`src/rtl/hood_status_display.sv`:
```
// Range-hood panel display driver: 8-digit multiplexed 7-segment scan, mode LEDs,
// blinking reminder LED and a BCD seconds countdown that mirrors the controller.
module hood_status_display #(
    parameter int unsigned SEC_DIV  = 100000000,
    parameter int unsigned SCAN_DIV = 100000
) (
    input  logic        clk,
    input  logic        reset,
    input  logic [2:0]  mode,
    input  logic        countdown,
    input  logic        cleaning_reminder,
    output logic [7:0]  seg,
    output logic [7:0]  an,
    output logic [3:0]  led_mode,
    output logic        led_reminder,
    output logic [11:0] cd_bcd
);

    localparam int unsigned SEC_W  = (SEC_DIV > 1) ? $clog2(SEC_DIV) : 1;
    localparam int unsigned SCAN_W = (SCAN_DIV > 1) ? $clog2(SCAN_DIV) : 1;
    localparam logic [SEC_W-1:0]  SEC_LAST  = SEC_W'(SEC_DIV - 1);
    localparam logic [SCAN_W-1:0] SCAN_LAST = SCAN_W'(SCAN_DIV - 1);

    localparam logic [6:0] GLYPH_C     = 7'b0111001;
    localparam logic [6:0] GLYPH_DASH  = 7'b1000000;
    localparam logic [6:0] GLYPH_BLANK = 7'b0000000;

    logic              cd_d;
    logic [SEC_W-1:0]  sec_cnt;
    logic [SEC_W-1:0]  blink_cnt;
    logic              blink;
    logic [SCAN_W-1:0] scan_cnt;
    logic [2:0]        idx;

    logic              cd_rise;
    logic              sec_tick;
    logic              blink_wrap;
    logic              scan_wrap;
    logic [11:0]       cd_next;
    logic [SEC_W-1:0]  sec_next;
    logic [7:0]        seg_next;
    logic [3:0]        led_mode_next;
    logic [6:0]        mode_glyph;

    function automatic logic [6:0] digit_glyph(input logic [3:0] d);
        case (d)
            4'd0:    digit_glyph = 7'b0111111;
            4'd1:    digit_glyph = 7'b0000110;
            4'd2:    digit_glyph = 7'b1011011;
            4'd3:    digit_glyph = 7'b1001111;
            4'd4:    digit_glyph = 7'b1100110;
            4'd5:    digit_glyph = 7'b1101101;
            4'd6:    digit_glyph = 7'b1111101;
            4'd7:    digit_glyph = 7'b0000111;
            4'd8:    digit_glyph = 7'b1111111;
            4'd9:    digit_glyph = 7'b1101111;
            default: digit_glyph = GLYPH_BLANK;
        endcase
    endfunction

    // Three-digit BCD decrement; borrow ripples ones -> tens -> hundreds.
    function automatic logic [11:0] bcd_dec(input logic [11:0] v);
        logic [3:0] h, t, o;
        {h, t, o} = v;
        if (o != 4'd0) begin
            o = o - 4'd1;
        end else begin
            o = 4'd9;
            if (t != 4'd0) begin
                t = t - 4'd1;
            end else begin
                t = 4'd9;
                h = h - 4'd1;
            end
        end
        bcd_dec = {h, t, o};
    endfunction

    always_comb begin
        cd_rise    = countdown & ~cd_d;
        sec_tick   = countdown && (sec_cnt == SEC_LAST);
        blink_wrap = (blink_cnt == SEC_LAST);
        scan_wrap  = (scan_cnt == SCAN_LAST);

        cd_next  = cd_bcd;
        sec_next = sec_cnt;
        if (!countdown) begin
            cd_next  = 12'h000;
            sec_next = '0;
        end else if (cd_rise) begin
            cd_next  = (mode == 3'b111) ? 12'h180 : 12'h060;
            sec_next = '0;
        end else begin
            sec_next = sec_tick ? '0 : sec_cnt + 1'b1;
            if (sec_tick && cd_bcd != 12'h000) begin
                cd_next = bcd_dec(cd_bcd);
            end
        end
    end

    always_comb begin
        mode_glyph    = GLYPH_DASH;
        led_mode_next = 4'b0000;
        case (mode)
            3'b000: mode_glyph = digit_glyph(4'd0);
            3'b001: begin mode_glyph = digit_glyph(4'd1); led_mode_next = 4'b0001; end
            3'b010: begin mode_glyph = digit_glyph(4'd2); led_mode_next = 4'b0010; end
            3'b100: begin mode_glyph = digit_glyph(4'd3); led_mode_next = 4'b0100; end
            3'b111: begin mode_glyph = GLYPH_C;           led_mode_next = 4'b1000; end
            default: ;
        endcase
    end

    // Countdown digits follow the registered countdown so blanking trails cd_bcd by a cycle.
    always_comb begin
        seg_next = 8'h00;
        case (idx)
            3'd7: seg_next[6:0] = mode_glyph;
            3'd2: if (cd_d) seg_next[6:0] = digit_glyph(cd_bcd[11:8]);
            3'd1: if (cd_d) seg_next[6:0] = digit_glyph(cd_bcd[7:4]);
            3'd0: begin
                if (cd_d) seg_next[6:0] = digit_glyph(cd_bcd[3:0]);
                seg_next[7] = cleaning_reminder;
            end
            default: ;
        endcase
    end

    always_ff @(posedge clk) begin
        if (reset) begin
            cd_d         <= 1'b0;
            cd_bcd       <= 12'h000;
            sec_cnt      <= '0;
            blink_cnt    <= '0;
            blink        <= 1'b0;
            scan_cnt     <= '0;
            idx          <= 3'd0;
            seg          <= 8'h00;
            an           <= 8'h00;
            led_mode     <= 4'b0000;
            led_reminder <= 1'b0;
        end else begin
            cd_d         <= countdown;
            cd_bcd       <= cd_next;
            sec_cnt      <= sec_next;
            blink_cnt    <= blink_wrap ? '0 : blink_cnt + 1'b1;
            if (blink_wrap) blink <= ~blink;
            scan_cnt     <= scan_wrap ? '0 : scan_cnt + 1'b1;
            if (scan_wrap) idx <= idx + 3'd1;
            seg          <= seg_next;
            an           <= 8'h01 << idx;
            led_mode     <= led_mode_next;
            led_reminder <= cleaning_reminder & blink;
        end
    end

endmodule

```
`config.mk`:
```
export PLATFORM = sky130hd
export DESIGN_NAME = hood_status_display
export DESIGN_NICKNAME = d
export VERILOG_FILES = /design/src/rtl/hood_status_display.sv
export SDC_FILE = /design/constraint.sdc
export NUM_CORES = 1
export LEC_CHECK = 0
export ABC_AREA = 1
export ABC_CLOCK_PERIOD_IN_PS = 6000
export BUFFER_PORTS_ARGS = -buffer_cell sky130_fd_sc_hd__buf_4
export CAP_MARGIN = 20
export CORE_MARGIN = 2
export CORE_UTILIZATION = 60
export DETAILED_ROUTE_END_ITERATION = 12
export GPL_TIMING_DRIVEN = 0
export HOLD_SLACK_MARGIN = 0.05
export PLACE_DENSITY = 0.86
export SETUP_SLACK_MARGIN = 0.2
export SYNTH_ARGS = -nofsm -noshare
export SYNTH_HDL_FRONTEND = slang
export SYNTH_SLANG_ARGS = --single-unit
```
`constraint.sdc`:
```
create_clock -name clk -period 6 [get_ports clk]
set_input_delay 1.2 -clock clk [delete_from_list [all_inputs] [get_ports clk]]
set_output_delay 1.2 -clock clk [all_outputs]
set_load 0.05 [all_outputs]
```
==> flow_summary.yaml, run 1 <==
clock_network:
  cts_buffer_depth: 2
  cts-resized-gates: 0
  cts_tree: "built"
  cts_buffers: 17
  clk_pin_slew_ns: 0.06
  cts.sinks: 130
  clk_latency_ns: 0.52
  holdBufCountCts: 0
  root_buffer: "clkbuf_8"
  post_cts_buffers: 0
  cts_max_level: 4
pwr:
  combPwrFrac_pct: 8.2
  p_int_uw: 1544
  power_switching_uw: 470.8
  p_sw_share_pct: 23.37
  p_per_area_nw_per_um2: 273.0
  leakage_uw: 0.003149
  pwr-share-clk_pct: 47.1
  finalPower_uw: 2014
  vdd_drop_max_v: 0.0001855
  pwr-share-seq_pct: 44.7
run:
  max-cap-violations: 0
grt:
  grt_use_total_pct: 24.76
  grt_max_degree: 17
  grt-ovfl-total: 0
  grt_pass1_vias: 5459
  grt_antenna_before_repair: 0
  grt_pass1_wl_um: 23300
critical_path:
  cp.required_ns: 6.47
  path_depth: 15
  r2r_cells: 16
  end_kind: "flop"
  worst_ep_arrival_time_ns: 3.16
  cp_max_fo: 10
  cp_cell_sequence: "buf_4, inv_1, nor2_1, buf_2, inv_2, nand2_4, nand2_2, nand2_1, nand2_1, nor2_2, inv_2, ha_1, o21ai_0, nand2_1, nand2_1"
  rrSetupSlack_ns: 3.48
  critPathKind: "input port to flop"
  cpPeakStageDelay_ns: 0.30
  critPathLaunchType: "input port"
  cp_top_family: "simple AND/OR/NAND/NOR gates"
  slowest_stage: "ha_1"
  critical_path_buf_inv_count: 5
  path_common_cell: "nand2_1"
  r2r-start: "cd_bcd[0]"
detailed_routing:
  vias: 5539
  via_per_inst: 5.211
  ant_nets: 0
  routedWlPerCell_um: 12.39
  drc: 0
  drt_pass1_iterations: 5
  drtIter0Drc: 246
  routed_wl_um: 13180
outcome:
  status: "finished clean"
sta:
  fmax_mhz: 372.2
  period_minus_slack_ns: 2.686
  setup_violations: 0
  rsz0062_at_grt: "false"
  post-route-period-util_pct: 44.77
  worst_pin_slew_ns: 0.5292
  fin_skew_ns: 0.005703
  slew_viol_final: 0
  slew_headroom_pct: 64.72
  fin_setup_tns_ns: 0
  whs_ns: 0.4492
  hold_viol_final: 0
synth:
  synth.distinct_cells: 42
  syn_inst: 859
  yosys_warnings: 0
  ys_seq_area_share_pct: 40.82
  synth_fp_nets: 897
  async_reset_ff_share_pct: 0
  synth_seq_cells: 130
  avgSynthCellArea_sq_um: 7.423
  synthFlopType: "dfxtp_1"
  netlist_area_sq_um: 6376
  synth_edf_count: 0
floorplanning:
  coreArea_sq_um: 10320
  rows: 37
  die_x_um: 107.1
  start_util_pct: 61.76
  dieArea_sq_um: 11470
  die_y_um: 107.1
  ioPinCount: 40
hold_path:
  holdPathStages: 1
  min_to: "blink_cnt[0]"
  min_path_type: "flop to flop"
  holdCritStartpoint: "blink_cnt[0]"
placed_design:
  gp_congestion: 0.8937
  dp_hpwl_um: 9235
  dp.cells: 1034
  port_buffers: 39
final_layout:
  drive_gt1_share_pct: 13.48
  n_antenna_cell: 0
  final_nets: 955
  final_cells: 1063
  area_growth_pct: 15.72
## kinds of logic (layout without fill, tap and decap cells)
| kind of cell | count (synthesis) | count (layout) | synth area share [%] |
|---|---|---|---|
| fa+ha+maj | 31 | 31 | 6.201 |
| simple gates | 453 | 453 | 33.73 |
| xor+xnor | 27 | 27 | 3.709 |
| flops | 130 | 130 | 40.82 |
| compound gates | 84 | 84 | 7.261 |
| buf+inv | 134 | 202 | 8.281 |
## routing by layer
metal | global-route usage, % | wire (um) | vias up
met5 | 0 | 0 | -
met4 | 9.276 | 272 | 0
met3 | 5.106 | 425 | 25
met2 | 43.85 | 6535 | 116
met1 | 29.37 | 5942 | 2536
li1 | - | - | 2862
## worst register-to-register path, cell delays in order, from the launching register on
cell and delay, ns:
dfxtp_1 0.33, inv_1 0.10, ha_1 0.15, inv_1 0.05
nor3_4 0.19, nand3_1 0.17, nand3_2 0.12, nand2_4 0.10
inv_1 0.12, nand2_1 0.09, a21oi_2 0.29, inv_2 0.11
ha_1 0.27, nand3b_1 0.18, nand2_1 0.09, nand2_1 0.06
nand2_1 0.06
## cell usage in the layout (no fill, tap or decap), types with 15 or more instances in the layout
| master | n |
|---|---|
| nor2_1 | 124 |
| dfxtp_1 | 130 |
| buf_4 | 39 |
| nor3_1 | 23 |
| inv_1 | 112 |
| ha_1 | 30 |
| nor3b_1 | 19 |
| nand4_1 | 15 |
| xor2_1 | 18 |
| a21oi_1 | 29 |
| o21ai_0 | 29 |
| clkbuf_16 | 16 |
| nand3_1 | 38 |
| nand2_1 | 179 |
## cell usage after synthesis, types with 5 or more instances
| cell | n | area (sq um) |
|---|---|---|
| nand2_2 | 10 | 62.56 |
| ha_1 | 30 | 375.4 |
| nand2_1 | 179 | 671.9 |
| nor2_2 | 8 | 50.05 |
| o21ai_0 | 29 | 145.1 |
| o21ai_1 | 6 | 30.03 |
| nand3_1 | 38 | 190.2 |
| nor3_1 | 23 | 115.1 |
| inv_2 | 10 | 37.54 |
| nor4_1 | 10 | 62.56 |
| xnor2_1 | 9 | 78.83 |
| xor2_1 | 18 | 157.7 |
| dfxtp_1 | 130 | 2603 |
| nor2_1 | 124 | 465.5 |
| inv_1 | 112 | 420.4 |
| a21oi_1 | 29 | 145.1 |
| nor3b_1 | 19 | 142.6 |
| buf_2 | 5 | 25.02 |
| a31oi_1 | 9 | 56.30 |
| nand3_2 | 8 | 80.08 |
| nand4_1 | 15 | 93.84 |
## how the worst max path moves through the flow
stage,startpoint,to,slack (ns)
global placement,countdown,flop,2.83
detailed placement,countdown,flop,2.81
global route,countdown,flop,3.06
finish,countdown,flop,3.31
floorplan,countdown,flop,3.20
CTS,countdown,flop,3.34
## metrics by stage
stage,utilization [%],area (sq um),worst slack [ns]
2_1_floorplan,-,6376,3.196
3_3_place_gp,66.25,6839,2.832
3_5_place_dp,66.25,6839,2.809
4_1_cts,71.47,7378,3.341
5_1_grt,71.47,7378,3.064
6_report,71.47,7378,3.314
## power groups by stage
stage	logic [uW]	registers, uW	clock network, uW
finish	165	900	949
global route	185	902	1000
CTS	165	900	964
detailed placement	163	918	0
global placement	159	918	0
floorplan	101	938	0
## layout make-up
class                      instances  area (sq um)
multi-input combinational        595          3246
fill                             814          2945
sequential                       130          2603
inverter                         123         461.7
clock buffer                      23         456.7
timing repair buffer              39         292.8
tap                              136         170.2
clock inverter                     6         82.58
buffer                            11         66.31
Note: power is estimated with default switching activity, not from simulation.
==> run 2: changes to the inputs <==
--- a/config.mk
+++ b/config.mk
@@ -6,7 +6,7 @@
 export NUM_CORES = 1
 export LEC_CHECK = 0
 export ABC_AREA = 1
-export ABC_CLOCK_PERIOD_IN_PS = 6000
+export ABC_CLOCK_PERIOD_IN_PS = 2750
 export BUFFER_PORTS_ARGS = -buffer_cell sky130_fd_sc_hd__buf_4
 export CAP_MARGIN = 20
 export CORE_MARGIN = 2
==> constraint.sdc (replaced) <==
create_clock -name clk -period 2.75 [get_ports clk]
set_input_delay 0.55 -clock clk [delete_from_list [all_inputs] [get_ports clk]]
set_output_delay 0.55 -clock clk [all_outputs]
set_load 0.05 [all_outputs]
==> flow_summary.yaml, run 2 (synthesized netlist as in run 1, its figures left out) <==
clock_network:
  clk_pin_slew_ns: 0.06
  root_buffer: "clkbuf_8"
  cts_tree: "built"
  cts.sinks: 130
  holdBufCountCts: 0
  cts_buffers: 17
  cts_buffer_depth: 2
  cts_max_level: 4
  clk_latency_ns: 0.52
final_layout:
  multi_input_area_sq_um: 3289
  ff_latch_area_sq_um: 2605
  mostFrequentLayoutCells: "177 x nand2_1, 128 x dfxtp_1, 124 x nor2_1"
  final_common_cell: "nand2_1"
  drive_gt1_share_pct: 15.67
  final_nets: 966
  nFillCells: 783
  area_growth_pct: 17.74
  fin_area_sq_um: 7507
  n_antenna_cell: 0
critical_path:
  cpPeakStageDelay_ns: 0.31
  cp_max_fo: 10
  critPathKind: "flop to flop"
  cp_cell_sequence: "inv_1, ha_1, nor3b_1, nand3_2, nand3_2, nand2_4, buf_8, nand3_1, nand2_2, nor2_4, inv_2, ha_1, inv_1, nand4_1, nand3_1, o21ai_1"
  critical_path_buf_inv_count: 4
  cp_top_family: "simple AND/OR/NAND/NOR gates"
  critPathLaunchType: "flop"
  rrSetupSlack_ns: 0.30
  end_kind: "flop"
  worst_ep_arrival_time_ns: 2.86
  cp.required_ns: 3.16
  r2r_cells: 16
  slowest_stage: "dfxtp_1"
  r2r-start: "cd_bcd[8]"
pwr:
  p_per_area_nw_per_um2: 589.0
  leakage_uw: 0.003211
  vdd_drop_max_v: 0.0004153
  finalPower_uw: 4422
grt:
  grt_max_degree: 17
  grt_busiest_layer: "met2"
  grtUsageMet1_pct: 29.37
  grt_pass1_wl_um: 23300
  grt_pass1_vias: 5459
  use_met3_pct: 5.106
  grt_use_total_pct: 24.76
  met2_usage_pct: 43.85
  grt-ovfl-total: 0
  grt_antenna_before_repair: 0
floorplanning:
  die_y_um: 107.1
  start_util_pct: 61.76
  dieArea_sq_um: 11470
  ioPinCount: 40
  rows: 37
  die_x_um: 107.1
  coreArea_sq_um: 10320
run:
  max-cap-violations: 0
sta:
  fin_setup_tns_ns: 0
  slew_viol_final: 0
  hold_viol_final: 0
  fin_skew_ns: 0.005535
  period_minus_slack_ns: 2.455
  rsz0062_at_grt: "false"
  worst_pin_slew_ns: 0.5290
  fmax_mhz: 407.4
  slew_headroom_pct: 64.74
  post-route-period-util_pct: 89.26
  setup_violations: 0
placed_design:
  dp_hpwl_um: 9235
  port_buffers: 39
  post_dp_cell_area_sq_um: 6839
  gp_congestion: 0.8937
outcome:
  status: "finished clean"
detailed_routing:
  via_per_inst: 5.244
  routed_wl_um: 13550
  ant_nets: 0
  vias: 5632
  routedWlPerCell_um: 12.62
  drt_pass1_iterations: 5
  drtIter0Drc: 235
  drc: 0
hold_path:
  min_to: "led_mode[0]"
  holdPathStages: 2
  holdCritStartpoint: "mode[1]"
  min_path_type: "input port to flop"
[run 2: power by group]
part / switching (uW) / total (uW) / internal (uW)
Clock: 757 / 2070 / 1320
Sequential: 25.2 / 1960 / 1940
Combinational: 259 / 384 / 125
[run 2: final cells by class]
| cell class | instances | area share, % |
|---|---|---|
| Timing Repair Buffer | 50 | 5.000 |
| Sequential cell | 130 | 34.70 |
| Inverter | 123 | 6.150 |
| Tap cell | 136 | 2.267 |
| Buffer | 11 | 0.8833 |
| Clock inverter | 6 | 1.100 |
| Clock buffer | 23 | 6.083 |
| Multi-Input combinational cell | 595 | 43.82 |
[run 2: how the worst max path moves through the flow]
stage	startpoint	endpoint	slack (ns)	cells past startpoint
floorplan	cd_bcd[0]	flop	0.21	14
global placement	countdown	flop	0.23	14
detailed placement	countdown	flop	0.21	15
global route	cd_bcd[8]	flop	0.11	15
CTS	cd_bcd[0]	flop	0.21	16
finish	cd_bcd[8]	flop	0.30	16
[run 2: metal layers]
layer	vias up	share of wire (%)	wire length (um)
li1	2883	-	-
met1	2595	45	6064
met2	125	50	6713
met3	29	3.4	464
met4	0	2.3	312
met5	-	0	0
[run 2: per-stage QoR]
step | hold WS [ns] | std cells | setup slack [ns] | utilization [%]
after floorplan | 0.4175 | 859 | 0.2054 | -
after global placement | 0.4283 | 1034 | 0.2315 | 66.25
after detailed placement | 0.4389 | 1034 | 0.2094 | 66.25
after CTS | 0.2025 | 1063 | 0.2125 | 71.47
after global routing | 0.2196 | 1074 | 0.1061 | 72.72
final | 0.2240 | 1074 | 0.2953 | 72.72
[run 2: timing repair]
item                                    CTS  global route
endpoints found under the setup margin    0            15
buffers inserted                          0            11
gates resized for setup                   0            18
hold endpoints to repair                  0             0
==> run 3: changes to the inputs <==
--- a/config.mk
+++ b/config.mk
@@ -5,7 +5,7 @@
 export SDC_FILE = /design/constraint.sdc
 export NUM_CORES = 1
 export LEC_CHECK = 0
-export ABC_AREA = 1
+export ABC_AREA = 0
 export ABC_CLOCK_PERIOD_IN_PS = 2750
 export BUFFER_PORTS_ARGS = -buffer_cell sky130_fd_sc_hd__buf_4
 export CAP_MARGIN = 20
==> flow_summary.yaml, run 3 <==
detailed_routing:
  ant_nets: 0
  routedWlPerCell_um: 14.87
  via_per_inst: 5.574
  drt_pass1_iterations: 6
  vias: 4922
  drtIter0Drc: 484
  routed_wl_um: 13130
  drc: 0
critical_path:
  r2r-start: "cd_bcd[1]"
  cp_max_fo: 7
  critPathKind: "flop to flop"
  worst_ep_arrival_time_ns: 3.06
  end_kind: "flop"
  cp.required_ns: 3.22
  critPathLaunchType: "flop"
  startpoint: "cd_bcd[1]"
placed_design:
  gp_congestion: 0.8487
  post_dp_cell_area_sq_um: 6470
  dp_hpwl_um: 8624
  port_buffers: 38
final_layout:
  final_nets: 776
  fin_area_sq_um: 7368
  mostFrequentLayoutCells: "121 x dfxtp_1, 114 x nor2_1, 55 x buf_4"
  drive_gt1_share_pct: 20.40
  n_antenna_cell: 0
  area_growth_pct: 23.56
  final_common_cell: "dfxtp_1"
sta:
  fin_skew_ns: 0.006763
  rsz0062_at_grt: "true"
  whs_ns: 0.2520
  post-route-period-util_pct: 94.47
  worst_pin_slew_ns: 0.7032
  fmax_mhz: 384.9
  slew_headroom_pct: 52.72
  slew_viol_final: 0
  hold_viol_final: 0
  setup_violations: 0
  fin_setup_tns_ns: 0
  period_minus_slack_ns: 2.598
grt:
  grt_pass1_wl_um: 20990
  grt_pass1_vias: 4677
  grt_max_degree: 17
  grt_antenna_before_repair: 0
  grt-ovfl-total: 0
  grt_use_total_pct: 23.74
pwr:
  p_sw_share_pct: 21.78
  pwr-share-seq_pct: 43.4
  power_switching_uw: 967.8
  combPwrFrac_pct: 4.7
  leakage_uw: 0.002894
  pwr-share-clk_pct: 51.9
  p_per_area_nw_per_um2: 603.2
  p_int_uw: 3477
  vdd_drop_max_v: 0.0005411
clock_network:
  cts.sinks: 130
  cts_max_level: 4
  clk_pin_slew_ns: 0.06
  cts_buffer_depth: 2
  cts_buffers: 17
  clk_latency_ns: 0.53
  root_buffer: "clkbuf_8"
  holdBufCountCts: 0
  cts_tree: "built"
synth:
  synth_top_area_share_pct: 43.64
  synthFlopType: "dfxtp_1"
  synth.distinct_cells: 59
  synth_fp_nets: 700
  netlist_area_sq_um: 5963
  ys_seq_area_share_pct: 43.64
  synth_seq_cells: 130
  syn_inst: 662
  synth_area_leader_cell: "dfxtp_1"
  async_reset_ff_share_pct: 0
  synth_common_cells: "130 x dfxtp_1, 117 x nor2_1, 41 x xor2_1"
  yosys_warnings: 0
  synth.most_common_cell: "dfxtp_1"
  netlist_top_cells_area: "dfxtp_1 44%, nor2_1 7.4%, ha_1 6.3%"
  synth_edf_count: 0
  avgSynthCellArea_sq_um: 9.008
outcome:
  status: "finished clean"
hold_path:
  min_path_type: "input port to flop"
  holdCritStartpoint: "mode[0]"
floorplanning:
  start_util_pct: 61.29
  rows: 36
  die_x_um: 103.7
  ioPinCount: 40
  coreArea_sq_um: 9729
  die_y_um: 103.7
  dieArea_sq_um: 10750
run:
  max-cap-violations: 0
## run 3: worst paths after layout
path | endpoint | slack [ns] | cells past startpoint
setup reg to reg | flop | 0.15 | 12
hold reg to reg | blink_cnt[0] | 0.46 | 1
setup / recovery | flop | 0.15 | 12
hold / removal | led_mode[2] | 0.25 | 2
## run 3: metal layers
layer / part of all wire (%) / global-route usage, % / wire, um
met5: 0 / 0 / 0
met4: 2.0 / 8.108 / 269
met3: 5.2 / 5.979 / 683
met2: 50 / 42.29 / 6613
met1: 42 / 27.81 / 5560
## run 3: area by class of cell
class | count | area [sq um]
flip-flops and latches | 130 | 2624
clock buffers | 19 | 431.7
inverters | 32 | 132.6
plain buffers | 20 | 113.9
well taps | 133 | 166.4
fillers | 640 | 2361
multi-input cells | 480 | 3288
clock inverters | 12 | 182.7
repair buffers | 57 | 429.2
## run 3: timing repair
action | in CTS | in global routing
buffers inserted | 10 | 8
gates cloned | 1 | 0
pin swaps | 3 | 9
gates resized for setup | 9 | 35
setup endpoints to repair | 31 | 40
## run 3: metrics by stage
stage	std cells	setup slack (ns)	utilization, %	power [uW]
2_1_floorplan	662	0.1560	-	2099
3_3_place_gp	833	-0.01057	66.50	2147
3_5_place_dp	833	-0.1314	66.50	2155
4_1_cts	875	0.1635	73.93	4456
5_1_grt	883	0.03858	75.73	4576
6_report	883	0.1522	75.73	4444
## run 3: worst max-delay path, cell delays in order (launching register included)
cell	delay [ns]
dfxtp_4	0.35
inv_4	0.06
ha_4	0.12
or3b_4	0.40
a21oi_4	0.13
and4_4	0.23
buf_6	0.12
a21oi_2	0.05
or3_4	0.33
buf_8	0.15
ha_4	0.21
mux2_4	0.27
o21ai_2	0.10
## run 3: cell families (layout without fill, tap and decap cells)
kind of cell / count (synthesis) / count (layout) / share of synthesized area, %
muxes: 12 / 12 / 2.119
buffers and inverters: 52 / 140 / 3.714
AOI/OAI and AO/OA: 68 / 68 / 8.162
DFF: 130 / 130 / 43.64
xor gates and xnor gates: 71 / 71 / 10.43
adders and majority gates: 32 / 32 / 6.798
and+or+nand+nor: 297 / 297 / 25.14
## run 3: power by group through the flow
| stage | logic, uW | registers (uW) | clock network [uW] |
|---|---|---|---|
| after floorplan | 105 | 1990 | 0 |
| after CTS | 198 | 1930 | 2330 |
| final | 209 | 1930 | 2310 |
| after detailed placement | 187 | 1970 | 0 |
| after global routing | 227 | 1930 | 2420 |
| after global placement | 181 | 1970 | 0 |
